[src/rtl/fft_bitrev_reorder.sv]
// ---------------------------------------------------------------------------
// fft_bitrev_reorder
//   Output reorder buffer for the streaming radix-2^2 FFT. Samples arrive one
//   per cycle in bit-reversed order and leave each frame in natural bin order
//   (0..N_POINTS-1). A ping-pong pair of banks lets one frame be written
//   while the previous one is read out.
//
// Ports
//   clk, rst        : clock / asynchronous active-high reset
//   en              : global enable; when low every register holds
//   in_val          : input sample valid (input side cannot be stalled)
//   in_re, in_im    : input sample, bit-reversed frame order
//   out_rdy         : downstream ready
//   out_val         : output sample valid
//   out_re, out_im  : output sample, natural order
//   out_last        : marks bin N_POINTS-1 of a frame
//   ovf             : sticky, a frame was dropped because both banks were full
// ---------------------------------------------------------------------------
module fft_bitrev_reorder #(
  parameter int DATA_WIDTH = 16,
  parameter int N_POINTS   = 16
) (
  input  logic                  clk,
  input  logic                  rst,
  input  logic                  en,
  input  logic                  in_val,
  input  logic [DATA_WIDTH-1:0] in_re,
  input  logic [DATA_WIDTH-1:0] in_im,
  input  logic                  out_rdy,
  output logic                  out_val,
  output logic [DATA_WIDTH-1:0] out_re,
  output logic [DATA_WIDTH-1:0] out_im,
  output logic                  out_last,
  output logic                  ovf
);

  localparam int               LOG2N    = $clog2(N_POINTS);
  localparam logic [LOG2N-1:0] LAST_IDX = LOG2N'(N_POINTS - 1);

  typedef struct packed {
    logic [DATA_WIDTH-1:0] re;
    logic [DATA_WIDTH-1:0] im;
  } sample_t;

  typedef enum logic {
    IDLE = 1'b0,
    READ = 1'b1
  } rd_state_t;

  // Two banks, combinational read.
  sample_t mem [2][N_POINTS];

  logic [1:0] full;
  logic [1:0] full_set;
  logic [1:0] full_clr;

  // -------------------------------------------------------------------------
  // Write side
  // -------------------------------------------------------------------------
  logic [LOG2N-1:0] wr_cnt;
  logic [LOG2N-1:0] wr_addr;
  logic             wr_bank;
  logic             drop;
  logic             wr_fire;
  logic             wr_first;
  logic             wr_wrap;
  logic             wr_drop;
  logic             wr_store;

  // Bit-reversed write address: natural index lands where the reader expects.
  for (genvar b = 0; b < LOG2N; b++) begin : g_bitrev
    assign wr_addr[b] = wr_cnt[LOG2N-1-b];
  end

  assign wr_fire  = en && in_val;
  assign wr_first = (wr_cnt == '0);
  assign wr_wrap  = (wr_cnt == LAST_IDX);
  // The drop decision is taken on sample 0 from the pre-edge full flag and
  // then carried by the drop register for the rest of the frame.
  assign wr_drop  = wr_first ? full[wr_bank] : drop;
  assign wr_store = wr_fire && !wr_drop;
  assign full_set = (wr_fire && wr_wrap && !wr_drop) ? (2'b01 << wr_bank) : 2'b00;

  always_ff @(posedge clk or posedge rst) begin
    if (rst) begin
      wr_cnt  <= '0;
      wr_bank <= 1'b0;
      drop    <= 1'b0;
      ovf     <= 1'b0;
    end else if (wr_fire) begin
      // Counter keeps running through a dropped frame so alignment holds.
      wr_cnt <= wr_cnt + 1'b1;
      drop   <= wr_drop && !wr_wrap;
      if (wr_wrap) begin
        if (wr_drop) ovf     <= 1'b1;
        else         wr_bank <= ~wr_bank;
      end
    end
  end

  // Storage has no reset; contents are only read after a full frame lands.
  always_ff @(posedge clk) begin
    if (wr_store) mem[wr_bank][wr_addr] <= {in_re, in_im};
  end

  // -------------------------------------------------------------------------
  // Read side
  // -------------------------------------------------------------------------
  rd_state_t        state;
  rd_state_t        state_nxt;
  logic [LOG2N-1:0] rd_cnt;
  logic             rd_bank;
  logic             can_load;
  logic             load;
  logic             rd_wrap;
  sample_t          rd_word;

  assign rd_word  = mem[rd_bank][rd_cnt];
  assign can_load = !out_val || out_rdy;
  assign rd_wrap  = (rd_cnt == LAST_IDX);
  assign full_clr = (en && load && rd_wrap) ? (2'b01 << rd_bank) : 2'b00;

  // Bin 0 is loaded on the same edge that leaves IDLE, so it appears one
  // cycle after the frame completes. On the last bin the reader continues
  // straight into the other bank when that bank is already full.
  always_comb begin
    state_nxt = state;
    load      = 1'b0;
    case (state)
      IDLE: begin
        if (full[rd_bank]) begin
          state_nxt = READ;
          load      = can_load;
        end
      end
      READ: begin
        load = can_load;
        if (load && rd_wrap) state_nxt = full[~rd_bank] ? READ : IDLE;
      end
      default: state_nxt = IDLE;
    endcase
  end

  always_ff @(posedge clk or posedge rst) begin
    if (rst)     state <= IDLE;
    else if (en) state <= state_nxt;
  end

  always_ff @(posedge clk or posedge rst) begin
    if (rst) begin
      rd_cnt   <= '0;
      rd_bank  <= 1'b0;
      out_val  <= 1'b0;
      out_re   <= '0;
      out_im   <= '0;
      out_last <= 1'b0;
    end else if (en) begin
      if (load) begin
        out_val  <= 1'b1;
        out_re   <= rd_word.re;
        out_im   <= rd_word.im;
        out_last <= rd_wrap;
        rd_cnt   <= rd_cnt + 1'b1;
        if (rd_wrap) rd_bank <= ~rd_bank;
      end else if (out_val && out_rdy) begin
        out_val  <= 1'b0;
        out_last <= 1'b0;
      end
    end
  end

  // Set and clear never hit the same bank on one edge: the writer only
  // completes into a bank that was empty when its frame started.
  always_ff @(posedge clk or posedge rst) begin
    if (rst)     full <= 2'b00;
    else if (en) full <= (full & ~full_clr) | full_set;
  end

endmodule

[config.mk]
export PLATFORM = sky130hd
export DESIGN_NAME = fft_bitrev_reorder
export DESIGN_NICKNAME = d
export VERILOG_FILES = /design/src/rtl/fft_bitrev_reorder.sv
export SDC_FILE = /design/constraint.sdc
export NUM_CORES = 1
export LEC_CHECK = 0
export CORE_UTILIZATION = 35
export CTS_BUF_LIST = sky130_fd_sc_hd__clkbuf_4
export DETAILED_ROUTE_END_ITERATION = 16
export PLACE_DENSITY = 0.64
export SYNTH_ARGS = -nofsm -noshare
export SYNTH_HDL_FRONTEND = slang
export SYNTH_SLANG_ARGS = --single-unit
[constraint.sdc]
create_clock -name clk -period 3.93 [get_ports clk]
set_clock_uncertainty 0.1 [all_clocks]
set_input_delay 0.786 -clock clk [delete_from_list [all_inputs] [get_ports clk]]
set_output_delay 0.786 -clock clk [all_outputs]
set_load 0.01 [all_outputs]
Word level (Yosys, flattened, before mapping)
Memories as Yosys holds them, arrays and structs flattened.
Index checks and enable logic that the tools add are counted.
{ "totals": {"register_bits": 49, "ramBits": 1024, "output_inout_bits": 35, "memories": 1} }
{ "classes": {"addsub": 2, "magnitude_cmp": 6, "n_eq_ne": 2, "n_shift": 2, "n_mux": 25, "bitwise": 9, "reduce_logical": 21} }
{ "mem_list": {"columns": ["name", "words", "width", "rd", "rd_ports_with_merged_regs", "write_ports", "line_no", "source"], "rows": [
  ["mem", 2, 512, 1, 0, 1, "51", "sample_t mem [2][N_POINTS];"]
]} }
{ "ops": {"columns": ["operator", "count"], "rows": [
  ["512-bit 2-to-1 mux", 1],
  ["32-bit binary-select mux with 4-bit select", 1],
  ["32-bit demux with 4-bit select", 1],
  ["32-bit 2-to-1 mux", 3],
  ["1-bit 2-to-1 mux", 15],
  ["5-bit >= comparator, second input constant", 2],
  ["1-bit logical AND", 10],
  ["4-bit NOT with 5-bit output", 2],
  ["3-bit AND reduction", 3],
  ["4-bit by 1-bit adder with 4-bit output, second input constant", 2],
  ["4-bit equality test, second input constant", 2],
  ["1-bit by 2-bit less-than comparator with 1-bit output, second input constant", 3],
  ["5-bit by 1-bit less-than comparator with 1-bit output, second input constant", 1],
  ["4-bit zero test", 1],
  ["2-bit 2-to-1 mux", 2],
  ["1-bit NOT", 4],
  ["1-bit one-hot mux with 2 select lines", 2],
  ["2-bit AND reduction", 2],
  ["1-bit by 1-bit left shift with 2-bit output, first input constant", 2],
  ["1-bit zero test", 3],
  ["2-bit bitwise AND", 1],
  ["2-bit NOT", 1],
  ["2-bit bitwise OR", 1],
  ["2-bit nonzero test", 1],
  ["1-bit logical OR", 1]
]} }

Logic depth before layout (Yosys ltp)
{ "depth": {"word_depth": 10, "ltp_mapped": 10} }

Worst setup path before layout
OpenSTA, ideal clock, no wires.
{ "synth_timing": {"path_kind": "input-to-reg", "start": "input port in_val", "end": "memory mem[1][480] in the netlist's numbering, enable pin", "setup_time_ps": 468, "t_arrival_ps": 3708, "required_ps": 3362, "slack_ps": -346, "stages": 4, "n_path_buf": 1, "path_cell_list": "and2_1 -> clkbuf_1 -> nand3_1 -> nor3b_1"} }
{ "synth_via": {"elab_chain_len": 4} }
{ "synth_rtl": {"columns": ["element", "line_no", "source"], "rows": [
  ["start, declared", "26", "input logic in_val,"],
  ["1-bit logical AND", "75", "assign wr_fire = en && in_val;"],
  ["1-bit logical AND", "81", "assign wr_store = wr_fire && !wr_drop;"],
  ["1-bit 2-to-1 mux", "103", "if (wr_store) mem[wr_bank][wr_addr] <= {in_re, in_im};"],
  ["512-bit 2-to-1 mux (not written as such)", "103", null],
  ["end, declared", "51", null]
]} }
Every way passes these cells.

Worst setup path after layout
{ "layout_timing": {"start": "register out_im[15]", "end": "output port out_im[15]"} }
{ "layout_rtl": {"columns": ["element", "line_no", "source"], "rows": [
  ["start, declared", "32", "output logic [DATA_WIDTH-1:0] out_im,"],
  ["start signal, assigned", "161", "out_im <= rd_word.im;"]
]} }
No word-level cell between the ends.

==> impl_metrics.csv <==
group,metric,value,unit
grt,grt_pass1_wl,147000,um
timing,relSlewSlack,16.33,%
setup_path,slowest_delay,610,ps
timing,max_freq,320.2,MHz
route,vias_per_cell,5.212,
clocking,cts_buffers,287,
placed_design,dp_cells,3626,
synthesis,yosysMostFrequentCell,"edfxtp_1",
power_and_ir_drop,powerDensity,662.1,nW/um2
synthesis,ys_seq_area_share,77.13,%
route,m1WireLength,42010,um
grt,grt_max_degree,82,
synthesis,synthTopCellsByCount,"edfxtp_1 (1024), mux2i_1 (219), mux4_2 (160)",
route,post_drt_wl_per_cell,24.55,um
setup_path,path_class,"flip-flop to output pin",
timing,tns,0,ps
grt,grt_pass1_vias,22366,
placed_design,io_buffers,71,
synthesis,synth_ff_type,"edfxtp_1",
synthesis,synth.top_cell.area_share,74.18,%
power_and_ir_drop,p_leak,15.29,nW
placed_design,gp_congestion,0.8043,
hold_path,min_path_type,"input pin to flip-flop",
cells_and_area,num-nets-final,2434,
timing,fin_crit_sh,79.47,%
floorplan,die_area,119800,um2
clocking,cts_tree,"built",
timing,hold_viol,0,
placed_design,dp_hpwl,58710,um
route,maxUsedRoutingLayer,"met4",
power_and_ir_drop,pwr-share-seq,43.4,%
route,drt_pre_antenna_iters,5,
timing,finalCriticalPeriod,3123,ps
setup_path,cp_data_required_time,3040,ps
setup_path,cp.arrival,2240,ps
setup_path,cpLargestDelayFamily,"buffers and inverters",
clocking,clk_path_buf_depth,4,
timing,setup_viol,0,
power_and_ir_drop,clockPowerShare,29.0,%
synthesis,async_flop_share,4.567,%
power_and_ir_drop,p_switching,0.01003,W
flow_run,cap_violations,0,
power_and_ir_drop,vdd_ir_drop_max,0.4313,mV
power_and_ir_drop,p_sw_share,31.31,%
synthesis,synthTopCellsByArea,"edfxtp_1 (74%), mux4_2 (8.7%), mux2i_1 (5.3%)",
synthesis,yosys_warnings,0,
cells_and_area,drive_gt1_share,31.33,%
setup_path,start_kind,"flip-flop",
route,drc,0,
power_and_ir_drop,p_int,0.02200,W
cells_and_area,post-route-util,41.41,%
floorplan,die_w,346.2,um
floorplan,core,116800,um2
setup_path,slowest_stage,"clkdlybuf4s50_1",
route,ant_nets,0,
floorplan,die_h,346.2,um
clocking,cts.sinks,1073,
setup_path,crit_buf_inv,1,
clocking,h-tree-depth,5,
synthesis,synth_enable_flop_cells,1024,
setup_path,path_max_fanout,2,
route,wl_met3,6557,um
setup_path,endpoint_kind,"output pin",
timing,rsz0062_at_grt,"no",
clocking,clk_latency,1150,ps
timing,worst_hold_slack,217.4,ps
synthesis,synthCells,2038,
synthesis,synth.distinct_cells,42,
synthesis,synth_top_cell_by_area,"edfxtp_1",
clocking,cts_resized,0,
route,met2WireLength,49550,um
timing,finalMaxSlewViolations,0,
floorplan,pin_count,72,
floorplan,floorplan.initialDensity,35.48,%
grt,grt_antenna_before_repair,2,
run_status,status,"complete, no violations",
cells_and_area,syn_to_final_growth,16.70,%
clocking,clock_tree.root_cell,"clkbuf_4",
route,wl,100600,um
power_and_ir_drop,pwr-share-comb,27.7,%
floorplan,core.rowCount,125,
cells_and_area,fin_cells,4099,
synthesis,syn_avg_cell_area,20.34,um2
synthesis,synth_nets,2080,
setup_path,crit_chain,"clkdlybuf4s50_1",
grt,grt.overflow.total,0,
synthesis,ys_seq_elements,1073,
timing,worstMarginPinSlew,1251,ps
grt,globalRouteTotalUtil,16.75,%
synthesis,syn_area,41450,um2
route,via_count,21364,
clocking,cts.clk_slew.worst_paths,70,ps
power_and_ir_drop,total_power,0.03203,W
route,drt_iter0_markers,2037,
[path summary, 6_finish.rpt]
path                       depth (start not counted)  slack, ps       start          to
min in group asynchronous                          3        500         rst     out_val
min reg2reg                                        1        430         ovf         ovf
max reg2reg                                        6        930   rd_cnt[1]   out_im[4]
min                                                3        220     out_rdy     out_val
max                                                1        810  out_im[15]  out_im[15]
max in group asynchronous                          4       2360         rst  out_im[14]
[placed cells by master, fill, tap and decap left out, types with 32 or more instances in the layout]
cell,count
o21ai_0,38
dfrtp_1,45
clkbuf_4,396
buf_4,81
clkinv_1,52
edfxtp_1,1024
nand4_1,32
mux2i_1,219
clkdlybuf4s50_1,71
mux2_2,38
nand2_1,140
mux4_2,160
[power by group through the flow]
stage | combinational, W | sequential, W | clock [W]
after floorplan | 0.00612 | 0.0136 | 0
after global placement | 0.00885 | 0.0141 | 0
after detailed placement | 0.00894 | 0.0141 | 0
after CTS | 0.00898 | 0.0139 | 0.00952
after global routing | 0.00942 | 0.0139 | 0.0101
final | 0.00887 | 0.0139 | 0.00928
[flip-flops by register name, summed over array words and instances, names as in the netlist]
register and count:
drop 1, wr_cnt 4, mem 1024, state 1, rd_cnt 4, full 2, out_re 16, rd_bank 1
wr_bank 1, ovf 1, out_val 1, out_last 1, out_im 16
[cell families after synthesis]
logic type               Yosys count  share of synthesized area, %
adder cells (fa/ha/maj)            5                        0.1509
buffers and inverters            126                         1.624
flip-flops                      1073                         77.13
AO/OA/AOI/OAI                    172                         3.296
AND/OR/NAND/NOR                  235                         2.487
multiplexers                     419                         15.14
XOR/XNOR                           8                        0.1690
[layout make-up]
class,instances,area [um2]
Fill cell,10072,68450
Sequential cell,1073,31990
Multi-Input combinational cell,839,9101
Clock buffer,396,2973
Timing Repair Buffer,184,1949
Tap cell,1524,1907
Clock inverter,74,425.4
Inverter,7,26.28
Antenna cell,2,5.005
[metal layers]
| metal | global-route usage (%) | vias to the layer above |
|---|---|---|
| met5 | 0 | - |
| met4 | 6.159 | 0 |
| met3 | 3.814 | 179 |
| met2 | 27.37 | 839 |
| met1 | 21.83 | 11089 |
| li1 | - | 9257 |
[repair_timing]
item	CTS	global route
buffers inserted	0	0
hold endpoints to repair	18	0
hold buffers	1	0
[per-stage QoR]
stage | worst slack [ps] | instance area (um2)
2_1_floorplan | 492.2 | 41480
6_report | 806.8 | 48380
3_5_place_dp | 408.2 | 44960
5_1_grt | 709.7 | 48380
3_3_place_gp | 451.6 | 44960
4_1_cts | 720.6 | 48370
Power figures use the tool's default switching activity.
